$ cat src/rtl/seg7_pkg.sv
// seg7_pkg: seven-segment glyph constants and decoder state type.
//   Glyph constants use SEG encoding bit0=a .. bit6=g (dp not included).
//   They are shared with the hex counter's display encoder, so the decoder
//   inverts exactly the same table.
package seg7_pkg;

  localparam logic [6:0] NUM_0   = 7'h3f;
  localparam logic [6:0] NUM_1   = 7'h06;
  localparam logic [6:0] NUM_2   = 7'h5b;
  localparam logic [6:0] NUM_3   = 7'h4f;
  localparam logic [6:0] NUM_4   = 7'h66;
  localparam logic [6:0] NUM_5   = 7'h6d;
  localparam logic [6:0] NUM_6   = 7'h7d;
  localparam logic [6:0] NUM_7   = 7'h07;
  localparam logic [6:0] NUM_8   = 7'h7f;
  localparam logic [6:0] NUM_9   = 7'h6f;
  localparam logic [6:0] LETRA_A = 7'h77;
  localparam logic [6:0] LETRA_B = 7'h7c;
  localparam logic [6:0] LETRA_C = 7'h39;
  localparam logic [6:0] LETRA_D = 7'h5e;
  localparam logic [6:0] LETRA_E = 7'h79;
  localparam logic [6:0] LETRA_F = 7'h71;

  typedef enum logic [1:0] {IDLE, SETTLE, COMMIT, HOLD} seg7_dec_state_t;

endpackage

$ cat src/rtl/seg7_decoder_hex_if.sv
// seg7_decoder_hex_if: bundle between the segment source and the decoder.
//   seg_in      8      segment pattern from the board switches (bit7 = dp)
//   digit       4      last decoded hex value
//   digit_valid 1      one-cycle pulse on digit update
//   invalid     1      last committed pattern was not a hex glyph
//   history     8      {previous digit, last digit}
//   err_count   ERR_W  saturating count of invalid commits
// master drives seg_in and observes results; slave is the decoder.
interface seg7_decoder_hex_if #(parameter int ERR_W = 4);
  logic [7:0]       seg_in;
  logic [3:0]       digit;
  logic             digit_valid;
  logic             invalid;
  logic [7:0]       history;
  logic [ERR_W-1:0] err_count;

  modport master (output seg_in,
                  input  digit, digit_valid, invalid, history, err_count);
  modport slave  (input  seg_in,
                  output digit, digit_valid, invalid, history, err_count);
endinterface

$ cat src/rtl/seg7_glyph_to_hex.sv
// seg7_glyph_to_hex: combinational 7-segment glyph -> hex nibble lookup.
//   pattern  in   7   segments a..g
//   ok       out  1   pattern is one of the 16 hex glyphs (exact match)
//   nibble   out  4   decoded value, 0 when ok=0
module seg7_glyph_to_hex
  import seg7_pkg::*;
(
  input  logic [6:0] pattern,
  output logic       ok,
  output logic [3:0] nibble
);

  always_comb begin
    ok     = 1'b1;
    nibble = 4'h0;
    case (pattern)
      NUM_0:   nibble = 4'h0;
      NUM_1:   nibble = 4'h1;
      NUM_2:   nibble = 4'h2;
      NUM_3:   nibble = 4'h3;
      NUM_4:   nibble = 4'h4;
      NUM_5:   nibble = 4'h5;
      NUM_6:   nibble = 4'h6;
      NUM_7:   nibble = 4'h7;
      NUM_8:   nibble = 4'h8;
      NUM_9:   nibble = 4'h9;
      LETRA_A: nibble = 4'ha;
      LETRA_B: nibble = 4'hb;
      LETRA_C: nibble = 4'hc;
      LETRA_D: nibble = 4'hd;
      LETRA_E: nibble = 4'he;
      LETRA_F: nibble = 4'hf;
      default: ok = 1'b0;
    endcase
  end

endmodule

$ cat src/rtl/seg7_decoder_hex.sv
// seg7_decoder_hex: debounces a seven-segment pattern and decodes it back
// to a hex digit, keeping a 2-digit history and an invalid-glyph counter.
// On the board SWI feeds seg_in and LED shows history.
//   clk_2   in   single clock, all state on posedge
//   reset   in   asynchronous, active-high
//   bus     slave modport of seg7_decoder_hex_if (seg_in in, results out)
// Params: STABLE_CYCLES (>=1) cycles a nonzero pattern must be steady,
//         ERR_W width of the saturating error counter.
module seg7_decoder_hex
  import seg7_pkg::*;
#(
  parameter int STABLE_CYCLES = 4,
  parameter int ERR_W         = 4
) (
  input logic              clk_2,
  input logic              reset,
  seg7_decoder_hex_if.slave bus
);

  localparam int              CNT_W    = (STABLE_CYCLES > 1) ? $clog2(STABLE_CYCLES) : 1;
  localparam logic [CNT_W-1:0] CNT_LAST = CNT_W'(STABLE_CYCLES - 1);

  seg7_dec_state_t  r_state;
  logic [6:0]       r_seg_q;
  logic [6:0]       r_cand;
  logic [CNT_W-1:0] r_cnt;
  logic [3:0]       r_digit;
  logic             r_digit_valid;
  logic             r_invalid;
  logic [7:0]       r_history;
  logic [ERR_W-1:0] r_err_count;

  logic             w_ok;
  logic [3:0]       w_nibble;
  logic             w_unused_dp;

  // dp is deliberately dropped at the input register, so toggling it alone
  // can never look like a new pattern.
  assign w_unused_dp = bus.seg_in[7];

  // Decode the candidate, which equals seg_q for the whole debounce window.
  seg7_glyph_to_hex u_glyph (
    .pattern (r_cand),
    .ok      (w_ok),
    .nibble  (w_nibble)
  );

  always_ff @(posedge clk_2 or posedge reset) begin
    if (reset) begin
      r_state       <= IDLE;
      r_seg_q       <= '0;
      r_cand        <= '0;
      r_cnt         <= '0;
      r_digit       <= '0;
      r_digit_valid <= 1'b0;
      r_invalid     <= 1'b0;
      r_history     <= '0;
      r_err_count   <= '0;
    end else begin
      r_seg_q       <= bus.seg_in[6:0];
      r_digit_valid <= 1'b0;
      case (r_state)
        IDLE: begin
          if (r_seg_q != 7'h00) begin
            r_cand  <= r_seg_q;
            r_cnt   <= '0;
            r_state <= SETTLE;
          end
        end
        SETTLE: begin
          if (r_seg_q == 7'h00) begin
            r_state <= IDLE;
          end else if (r_seg_q != r_cand) begin
            // glitch: restart the window on the new pattern
            r_cand <= r_seg_q;
            r_cnt  <= '0;
          end else if (r_cnt == CNT_LAST) begin
            r_state <= COMMIT;
          end else begin
            r_cnt <= r_cnt + CNT_W'(1);
          end
        end
        COMMIT: begin
          if (w_ok) begin
            r_digit       <= w_nibble;
            r_history     <= {r_history[3:0], w_nibble};
            r_digit_valid <= 1'b1;
            r_invalid     <= 1'b0;
          end else begin
            r_invalid <= 1'b1;
            if (r_err_count != '1)
              r_err_count <= r_err_count + ERR_W'(1);
          end
          r_state <= HOLD;
        end
        HOLD: begin
          // the held glyph is not recommitted; it must change or blank first
          if (r_seg_q == 7'h00) begin
            r_state <= IDLE;
          end else if (r_seg_q != r_cand) begin
            r_cand  <= r_seg_q;
            r_cnt   <= '0;
            r_state <= SETTLE;
          end
        end
        default: r_state <= IDLE;
      endcase
    end
  end

  assign bus.digit       = r_digit;
  assign bus.digit_valid = r_digit_valid;
  assign bus.invalid     = r_invalid;
  assign bus.history     = r_history;
  assign bus.err_count   = r_err_count;

endmodule

$ cat src/flat_wrapper.sv
// flat-port wrapper written by rule: the top's interface ports become plain ports
module seg7_decoder_hex_flat import seg7_pkg::*;
#(
  parameter int STABLE_CYCLES = 4,
  parameter int ERR_W         = 4
)
  (clk_2, reset, bus_seg_in, bus_digit, bus_digit_valid, bus_invalid, bus_history, bus_err_count);
  seg7_decoder_hex_if #(.ERR_W(ERR_W)) bus_i ();
  input logic clk_2;
  input logic reset;
  input wire logic [$bits(bus_i.seg_in)-1:0] bus_seg_in;
  output wire logic [$bits(bus_i.digit)-1:0] bus_digit;
  output wire logic [$bits(bus_i.digit_valid)-1:0] bus_digit_valid;
  output wire logic [$bits(bus_i.invalid)-1:0] bus_invalid;
  output wire logic [$bits(bus_i.history)-1:0] bus_history;
  output wire logic [$bits(bus_i.err_count)-1:0] bus_err_count;
  assign bus_i.seg_in = bus_seg_in;
  assign bus_digit = bus_i.digit;
  assign bus_digit_valid = bus_i.digit_valid;
  assign bus_invalid = bus_i.invalid;
  assign bus_history = bus_i.history;
  assign bus_err_count = bus_i.err_count;
  seg7_decoder_hex #(.STABLE_CYCLES(STABLE_CYCLES), .ERR_W(ERR_W)) u_core (.clk_2(clk_2), .reset(reset), .bus(bus_i));
endmodule
$ cat config.mk
export PLATFORM = sky130hd
export DESIGN_NAME = seg7_decoder_hex_flat
export DESIGN_NICKNAME = d
export VERILOG_FILES = /design/src/rtl/seg7_pkg.sv /design/src/rtl/seg7_decoder_hex_if.sv /design/src/rtl/seg7_glyph_to_hex.sv /design/src/rtl/seg7_decoder_hex.sv /design/src/flat_wrapper.sv
export SDC_FILE = /design/constraint.sdc
export NUM_CORES = 1
export LEC_CHECK = 0
export ABC_AREA = 1
export BUFFER_PORTS_ARGS = -buffer_cell sky130_fd_sc_hd__buf_4
export CORE_UTILIZATION = 59
export CTS_BUF_LIST = sky130_fd_sc_hd__clkbuf_2
export DETAILED_ROUTE_END_ITERATION = 16
export GPL_ROUTABILITY_DRIVEN = 1
export HOLD_SLACK_MARGIN = 0.06
export PLACE_DENSITY_LB_ADDON = 0.1
export SLEW_MARGIN = 15
export SYNTH_ARGS = -nofsm -noshare
export SYNTH_HDL_FRONTEND = slang
export SYNTH_HIERARCHICAL = 1
export SYNTH_SLANG_ARGS = --single-unit
$ cat constraint.sdc
create_clock -name clk_2 -period 2.2 [get_ports clk_2]
set_input_delay 0.22 -clock clk_2 [delete_from_list [all_inputs] [get_ports clk_2]]
set_output_delay 0.22 -clock clk_2 [all_outputs]
set_load 0.02 [all_outputs]
==> run summary, run 1 <==
The final reports fail on DRC. The via count of the first global-routing pass is 1582. The run finished, with violations left.

The pin count of the biggest net entering global routing is 33. TritonCTS built the clock tree. The net count of the finished layout is 313.

Once detail routing completed, the nets flagged for antenna violations numbered 0. The number of antenna violations at the first check in global routing is 0. The path class of the tightest hold or removal check is in -> async.

Clock skew on the completed layout was measured at 0.01904 ns. STA classifies the critical path endpoint as a flop. In this run the critical register-to-register path is captured at u_core/bus.err_count[3].

The proportion of layout cells with a drive suffix above 1 is 0.1689. The maximum root-to-sink buffer count is 2. The main combinational cell family by area after synthesis is simple AND/OR/NAND/NOR gates.

The first global-routing pass estimated 6258 um of wire. The final estimated routing congestion in global placement is 0.8633. The critical-path maximum fanout came out at 8. Detailed placement finished with a half-perimeter wire length of 2668 um. The first-iteration detailed-routing DRC count is 81. The source of the critical timing path is u_core/r_cand[1]. Sorting the synthesized cells by area gives the leading types as sky130_fd_sc_hd__dfrtp_1, sky130_fd_sc_hd__nand2_1, sky130_fd_sc_hd__nor2_1, sky130_fd_sc_hd__inv_1, sky130_fd_sc_hd__nand3_1.

The post-placement cell count came out at 317. The count of max-cap constraint violations came out at 0. The leakage power total is 1.179 nW. The area share of fa/ha/maj cells after synthesis is 0.01351. The total global routing overflow came out at 0. The sequential-to-total area share from yosys stat came out at 0.4324.

The final count of negative-setup-slack endpoints came out at 0. The net count of the mapped netlist came out at 276. The die width is 58.03 um. The final routed wirelength across all metal layers came out at 3676 um.

By startpoint and endpoint, the worst setup path is classified as reg -> reg. The floorplan step set the die height to 58.03 um. A synthesized cell averages 7.014 um2. The worst setup path is launched from a flop. After synthesis, the netlist uses 24 different library cells. The warning count from the yosys run came out at 6. The DRC violations left came out at 1. The worst setup margin came out at 0.2992 ns. The count of standard-cell rows is 19.

The period utilization came out at 0.8640. The total negative setup slack came out at 0 ns. The tree is rooted in a sky130_fd_sc_hd__clkbuf_2.

The top-level port count is 28. The max-slew violation total from the final report is 0. The xor/xnor cell area share of the yosys netlist is 0.01419. The power density normalized to cell area is 1051 nW/um2. The pre-CTS setup slack is 0.3387 ns. The area of the mapped netlist is 1852 um2. After detailed routing, the average wire length per cell comes to 11.04 um. The growth of design area from synthesis to finish is 17.50%.

The latest clock arrival within the worst-skew pair came out at 0.37 ns. The floorplan core area came out at 2853 um2. The largest single stage delay on the critical path is 0.52 ns.

In the global route stage, overall resource usage came out at 0.2482. The slew of the pin with the lowest slew margin is 0.3925 ns. The length of the first detailed-routing pass in iterations came out at 12.

The post-synthesis compound-gate area fraction is 0.04595. After detailed routing, the number of vias per cell comes to 5.006. The post-synthesis share of cell area spent on and, or, nand and nor gates is 0.3912. The detailed router placed 1667 vias in this run.

The most numerous cell on the critical path is sky130_fd_sc_hd__nor2_1. Setup repair after global routing left no endpoint under its margin. The count of final hold-check violations is 0. The count of buffers from port buffering came out at 26. For the worst setup path, the data required time is 2.48 ns. The minimum period implied by the final worst setup slack came out at 1.901 ns. TritonCTS created 5 clock buffers. The share of the core filled with cells in the final layout is 0.7627. Of the post-synthesis cell area, the part taken by muxes is 0. The post-cts sizing count came out at 0. The number of sinks handled by clock tree synthesis came out at 32.

After clock tree synthesis, the clock-pin slew on the worst setup and hold paths is 0.18 ns. The worst register-to-register path begins at u_core/r_cand[1]. The largest individual stage delay along the critical path comes from the cell sky130_fd_sc_hd__dfrtp_1. In this run the tightest slew margin relative to its limit is 0.7383. The critical path contains buffers and inverters numbering 2 combined.

The biggest area contributor in the post-synthesis netlist is sky130_fd_sc_hd__dfrtp_1. The worst voltage drop across the vdd grid is 0.7353 mV. The post-layout instance count excluding filler cells is 333. The die footprint is 3367 um2. The portion of synthesized cell area occupied by the leading cell type is 0.4324. The number of cell instances on the worst register-to-register path is 13. Traced cell by cell, the critical path runs through nand2_2 > clkinv_2 > nand2_2 > nor2_1 > nor2_1 > nand2_1 > nor2_1 > nand2_1 > inv_1 > nand3_1 > nor2_1 > nand3_1 > xnor2_1.

Synthesis produced 264 cells. The antenna diode instance count is 0. The deepest level of the CTS H-tree came out at 2. The worst register-to-register path has a setup slack of 0.30 ns.

The kind of cell adding the most delay to the critical path is simple AND/OR/NAND/NOR gates. The peak clock frequency supported by timing is 526.1 MHz. The initial cell density of the core is 0.6491. The number of synthesized register bits came out at 32. The critical path arrival is 2.18 ns.
[cells in the final DEF, fill, tap and decap left out, types with 3 or more instances in the layout]
master and count:
sky130_fd_sc_hd__nand2_1 85, sky130_fd_sc_hd__dlygate4sd3_1 8, sky130_fd_sc_hd__nor2_4 4, sky130_fd_sc_hd__inv_1 35, sky130_fd_sc_hd__nand3_1 16, sky130_fd_sc_hd__dfrtp_1 32
sky130_fd_sc_hd__nor2_1 46, sky130_fd_sc_hd__buf_4 28, sky130_fd_sc_hd__xnor2_1 3, sky130_fd_sc_hd__a21oi_1 4, sky130_fd_sc_hd__nor3_1 4, sky130_fd_sc_hd__nand2_2 3
sky130_fd_sc_hd__o21ai_0 11, sky130_fd_sc_hd__clkbuf_2 6
[Yosys cell counts]
| library cell | number |
|---|---|
| sky130_fd_sc_hd__nand2_1 | 85 |
| sky130_fd_sc_hd__nor2_1 | 46 |
| sky130_fd_sc_hd__inv_1 | 35 |
| sky130_fd_sc_hd__dfrtp_1 | 32 |
| sky130_fd_sc_hd__nand3_1 | 16 |
| sky130_fd_sc_hd__o21ai_0 | 11 |
| sky130_fd_sc_hd__a21oi_1 | 4 |
| sky130_fd_sc_hd__buf_4 | 4 |
| sky130_fd_sc_hd__nor2_4 | 4 |
| sky130_fd_sc_hd__nor3_1 | 4 |
| sky130_fd_sc_hd__nand2_2 | 3 |
| sky130_fd_sc_hd__xnor2_1 | 3 |
| sky130_fd_sc_hd__ha_1 | 2 |
| sky130_fd_sc_hd__inv_2 | 2 |
| sky130_fd_sc_hd__nand2_4 | 2 |
| sky130_fd_sc_hd__nor2_2 | 2 |
| sky130_fd_sc_hd__o21ai_1 | 2 |
| sky130_fd_sc_hd__buf_2 | 1 |
| sky130_fd_sc_hd__buf_6 | 1 |
| sky130_fd_sc_hd__clkinv_2 | 1 |
| sky130_fd_sc_hd__nand3_2 | 1 |
| sky130_fd_sc_hd__nand3b_1 | 1 |
| sky130_fd_sc_hd__nand4_1 | 1 |
| sky130_fd_sc_hd__nor3_2 | 1 |
[state kept, by name, summed over array words and instances, names as in the netlist, named ones only]
| signal | flops |
|---|---|
| u_core/bus.digit | 3 |
| u_core/bus.err_count | 4 |
| u_core/r_cand | 7 |
| u_core/bus.digit_valid | 1 |
| u_core/r_seg_q | 7 |
| u_core/r_cnt | 2 |
| u_core/r_state | 1 |
| u_core/bus.invalid | 1 |
| u_core/bus.history | 5 |
[what timing repair did]
action	in CTS	in global routing
hold endpoints to repair	39	0
hold buffers	8	0
setup buffers	0	0
setup endpoints to repair	0	0
[metrics by stage]
stage | total power [mW] | instance area (um2) | hold WS [ns]
floorplan | 1.709 | 1852 | 0.2514
global placement | 1.955 | 2054 | 0.3282
detailed placement | 1.999 | 2054 | 0.3304
CTS | 2.288 | 2176 | 0.4702
global route | 2.470 | 2176 | 0.4755
finish | 2.286 | 2176 | 0.4546
[power breakdown]
group | internal, mW | total, mW | switching, mW
logic | 0.397 | 1.03 | 0.634
clock network | 0.0794 | 0.283 | 0.203
registers | 0.744 | 0.972 | 0.227
[per-layer routing]
layer | global-route usage | share of wire
met3 | 0.06250 | 0.045
met5 | 0 | 0
met1 | 0.2808 | 0.43
met4 | 0.08163 | 0.0068
met2 | 0.4548 | 0.52
[kinds of logic (layout without fill, tap and decap cells)]
family | Yosys count | in the layout
XOR/XNOR | 3 | 3
AND/OR/NAND/NOR | 166 | 166
buffers and inverters | 44 | 82
AO/OA/AOI/OAI | 17 | 17
adder cells (fa/ha/maj) | 2 | 2
flip-flops | 32 | 32
[final cells by class]
cell class                      count  area [um2]
Clock buffer                        6       30.03
Clock inverter                      2       11.26
Fill cell                         240       676.9
Inverter                           38       143.9
Multi-Input combinational cell    188       860.8
Sequential cell                    32       800.8
Tap cell                           31       38.79
Timing Repair Buffer               36       290.3
[tightest hold or removal path: cells and delay by family]
family,cells,cell delay (ns)
buffers and inverters,4,1.06
[worst max path at each step]
stage	endpoint	slack, ns	depth (start not counted)
CTS	u_core/bus.err_count[3]	0.30	13
finish	u_core/bus.err_count[3]	0.30	13
detailed placement	u_core/bus.err_count[3]	0.34	13
floorplan	u_core/bus.err_count[3]	0.55	13
global placement	u_core/bus.err_count[3]	0.34	13
global route	u_core/bus.err_count[3]	0.1	13
(Power assumes the default switching activity.)
==> run 2, diff against run 1 <==
--- a/config.mk
+++ b/config.mk
@@ -7,6 +7,7 @@
 export LEC_CHECK = 0
 export ABC_AREA = 1
 export BUFFER_PORTS_ARGS = -buffer_cell sky130_fd_sc_hd__buf_4
+export CORE_MARGIN = 4
 export CORE_UTILIZATION = 59
 export CTS_BUF_LIST = sky130_fd_sc_hd__clkbuf_2
 export DETAILED_ROUTE_END_ITERATION = 16
==> run summary, run 2 (same netlist as run 1, synthesis figures left out) <==
The max-slew violation total from the final report is 0 (unchanged). The via count is 1676 (+0.54%). Setup repair after global routing left no endpoint under its margin. The run finished with clean final reports.

The signal on the critical path passes through nand2_2 > clkinv_2 > nand2_2 > nor2_1 > nor2_1 > nand2_1 > nor2_1 > nand2_1 > inv_1 > nand3_1 > nor2_1 > nand3_1 > xnor2_1. The die footprint is 4099 um2 (+22%). The delay contributed by the slowest stage of the critical path came out at 0.51 ns (about the same). The number of vias per cell is 4.858 (-3.0%). The critical path class is reg -> reg.

The via count of the first global-routing pass came out at 1595 (+0.82%). The worst-case clock skew is 0.01194 ns (-0.007106 ns). The post-CTS setup buffer count is 0 (unchanged). The peak clock frequency supported by timing came out at 533.9 MHz (+1.5%). The total CTS buffers is 5 (unchanged). The worst path buffer plus inverter count is 2 (unchanged). Counting instances, the worst hold path has a depth of 2. The total negative setup slack is 0 ns (unchanged). Compared with the post-synthesis result, the final layout area differs by 17.91%. The final routed wirelength across all metal layers came to 3740 um (+1.7%).

The proportion of layout cells with a drive suffix above 1 came to 0.1628 (-0.006083). The number of antenna-violating nets in the routed design is 0 (unchanged). The latest clock arrival within the worst-skew pair is 0.35 ns (-0.02 ns).

The mean routed wirelength per cell is 10.84 um (-1.8%). The overall power after layout came out at 2.246 mW (-1.7%). The die width is 64.03 um (+10%). The DRC violations left came out at 0 (-1).

The critical path data required time is 2.45 ns (-0.03 ns). The minimum period implied by the final worst setup slack is 1.873 ns (-0.02793 ns). The length of the first detailed-routing pass in iterations was 4 (-8).

The number of sinks handled by clock tree synthesis is 32 (unchanged). The period utilization came out at 0.8513 (-0.01270). The hold buffer count at cts came out at 8 (unchanged). The critical-path maximum fanout came to 8 (unchanged). The height of the die came out at 64.03 um (+10%). The number of antenna violations at the first check in global routing was 0 (unchanged). The count of final hold-check violations is 0 (unchanged). The most numerous cell type found on the critical path is sky130_fd_sc_hd__nor2_1. The slew of the pin with the lowest slew margin is 0.4000 ns (+0.007501 ns).

The deepest level of the CTS H-tree came to 2 (unchanged). The library cell used most frequently in the layout, excluding fill and tap cells, is sky130_fd_sc_hd__nand2_1. The final count of negative-setup-slack endpoints came out at 0 (unchanged). The net count of the finished layout came out at 313 (unchanged). The antenna diode instance count was 0 (unchanged). The post-cts sizing count is 0 (unchanged).

The critical path arrival came out at 2.12 ns (-0.06 ns). The total half-perimeter wirelength after legalization and detailed placement is 2631 um (-1.4%). The number of logic stages on the critical path including buffering is 13 (unchanged). The first-iteration detailed-routing DRC count is 80 (-1.2%). The floorplan core area was 3028 um2 (+6.1%). The kind of cell adding the most delay to the critical path is simple AND/OR/NAND/NOR gates.

The post-placement cell count is 330 (+4.1%). The count of max-cap constraint violations is 0 (unchanged). The relative max-transition margin came out at 0.7333 (-0.005000). The count of standard-cell rows is 20 (+1).

STA classifies the critical path startpoint as a flop. The power density normalized to cell area is 1029 nW/um2 (-2.1%). The pin count of the biggest net entering global routing is 33 (unchanged). The share of the core filled with cells in the final layout is 0.7211 (-0.04165). The total routing resource utilization after global routing came to 0.2109 (-0.03732).

The top-level port count is 28 (unchanged). In the layout the commonest cells are sky130_fd_sc_hd__nand2_1, sky130_fd_sc_hd__nor2_1, sky130_fd_sc_hd__inv_1. The initial cell density of the core is 0.6116 (-0.03755). The maximum root-to-sink buffer count is 2 (unchanged).

The leakage power total is 1.177 nW (-0.23%). The total global routing overflow is 0 (unchanged). The worst setup path is captured at a flop. The largest individual stage delay along the critical path comes from the cell sky130_fd_sc_hd__dfrtp_1. The number of cell instances on the worst register-to-register path came out at 13 (unchanged). The count of buffers from port buffering came out at 26 (unchanged). Clock tree synthesis selected as its root buffer the cell sky130_fd_sc_hd__clkbuf_2.

The final estimated routing congestion in global placement is 0.9492 (+10%). TritonCTS built the clock tree. The path class of the tightest hold or removal check is reg -> reg.

The post-layout instance count excluding filler cells came out at 345 (+3.6%). The worst voltage drop across the vdd grid came out at 0.6161 mV (-16%). The clock input transition at the sequential cells of the worst setup and hold paths was 0.15 ns (-0.03 ns). The wire length of the first global-routing pass came out at 6713 um (+7.3%).
==> run 2: cell count changes in the layout (fill, tap and decap cells not counted), sizes merged <==
cell and delta:
clkinvlp -1, clkinv +1, clkbuf -1
==> run 2: through the flow <==
| stage | hold WS [ns] | worst slack (ns) | cell area, um2 |
|---|---|---|---|
| 2_1_floorplan | 0.2514 | 0.5484 | 1852 |
| 5_1_grt | 0.4673 | 0.06570 | 2183 |
| 3_3_place_gp | 0.3292 | 0.3357 | 2071 |
| 6_report | 0.4884 | 0.3271 | 2183 |
| 4_1_cts | 0.4703 | 0.2910 | 2183 |
| 3_5_place_dp | 0.3307 | 0.3311 | 2071 |
==> run 2: report_power, final <==
| part | internal [mW] | switching, mW | leakage (nW) | total [mW] |
|---|---|---|---|---|
| logic | 0.397 | 0.634 | 0.753 | 1.03 |
| registers | 0.745 | 0.221 | 0.400 | 0.966 |
| clock network | 0.0656 | 0.183 | 0.0239 | 0.249 |
==> run 2: worst paths after layout <==
check,to,slack [ns],from
setup / recovery,u_core/bus.err_count[3],0.33,u_core/r_cand[1]
hold / removal,u_core/bus.history[7],0.49,u_core/bus.history[7]
setup reg to reg,u_core/bus.err_count[3],0.33,u_core/r_cand[1]
hold reg to reg,u_core/bus.history[7],0.49,u_core/bus.history[7]
max in group asynchronous,u_core/r_seg_q[3],1.40,reset
min in group asynchronous,u_core/r_state[0],0.50,reset
==> run 2: cell type report <==
type                       count  area, um2
clock buffer                   5      25.02
clock inverter                 2      7.507
fill                         277      844.6
inverter                      38      143.9
multi-input combinational    188      860.8
sequential                    32      800.8
tap                           44      55.05
timing repair buffer          36      290.3
==> run 2: metal layers <==
layer,vias up,GRT usage,wire length [um]
li1,872,-,-
met1,757,0.2472,1589
met2,43,0.3665,1906
met3,4,0.05097,199
met4,0,0.08625,45
met5,-,0,0
==> run 2: worst register-to-register path: stages (launching register included) <==
cell and delay, ns:
sky130_fd_sc_hd__dfrtp_1 0.51, sky130_fd_sc_hd__nand2_2 0.15, sky130_fd_sc_hd__clkinv_2 0.08, sky130_fd_sc_hd__nand2_2 0.10, sky130_fd_sc_hd__nor2_1 0.06, sky130_fd_sc_hd__nor2_1 0.10
sky130_fd_sc_hd__nand2_1 0.06, sky130_fd_sc_hd__nor2_1 0.10, sky130_fd_sc_hd__nand2_1 0.05, sky130_fd_sc_hd__inv_1 0.07, sky130_fd_sc_hd__nand3_1 0.12, sky130_fd_sc_hd__nor2_1 0.15
sky130_fd_sc_hd__nand3_1 0.10, sky130_fd_sc_hd__xnor2_1 0.13
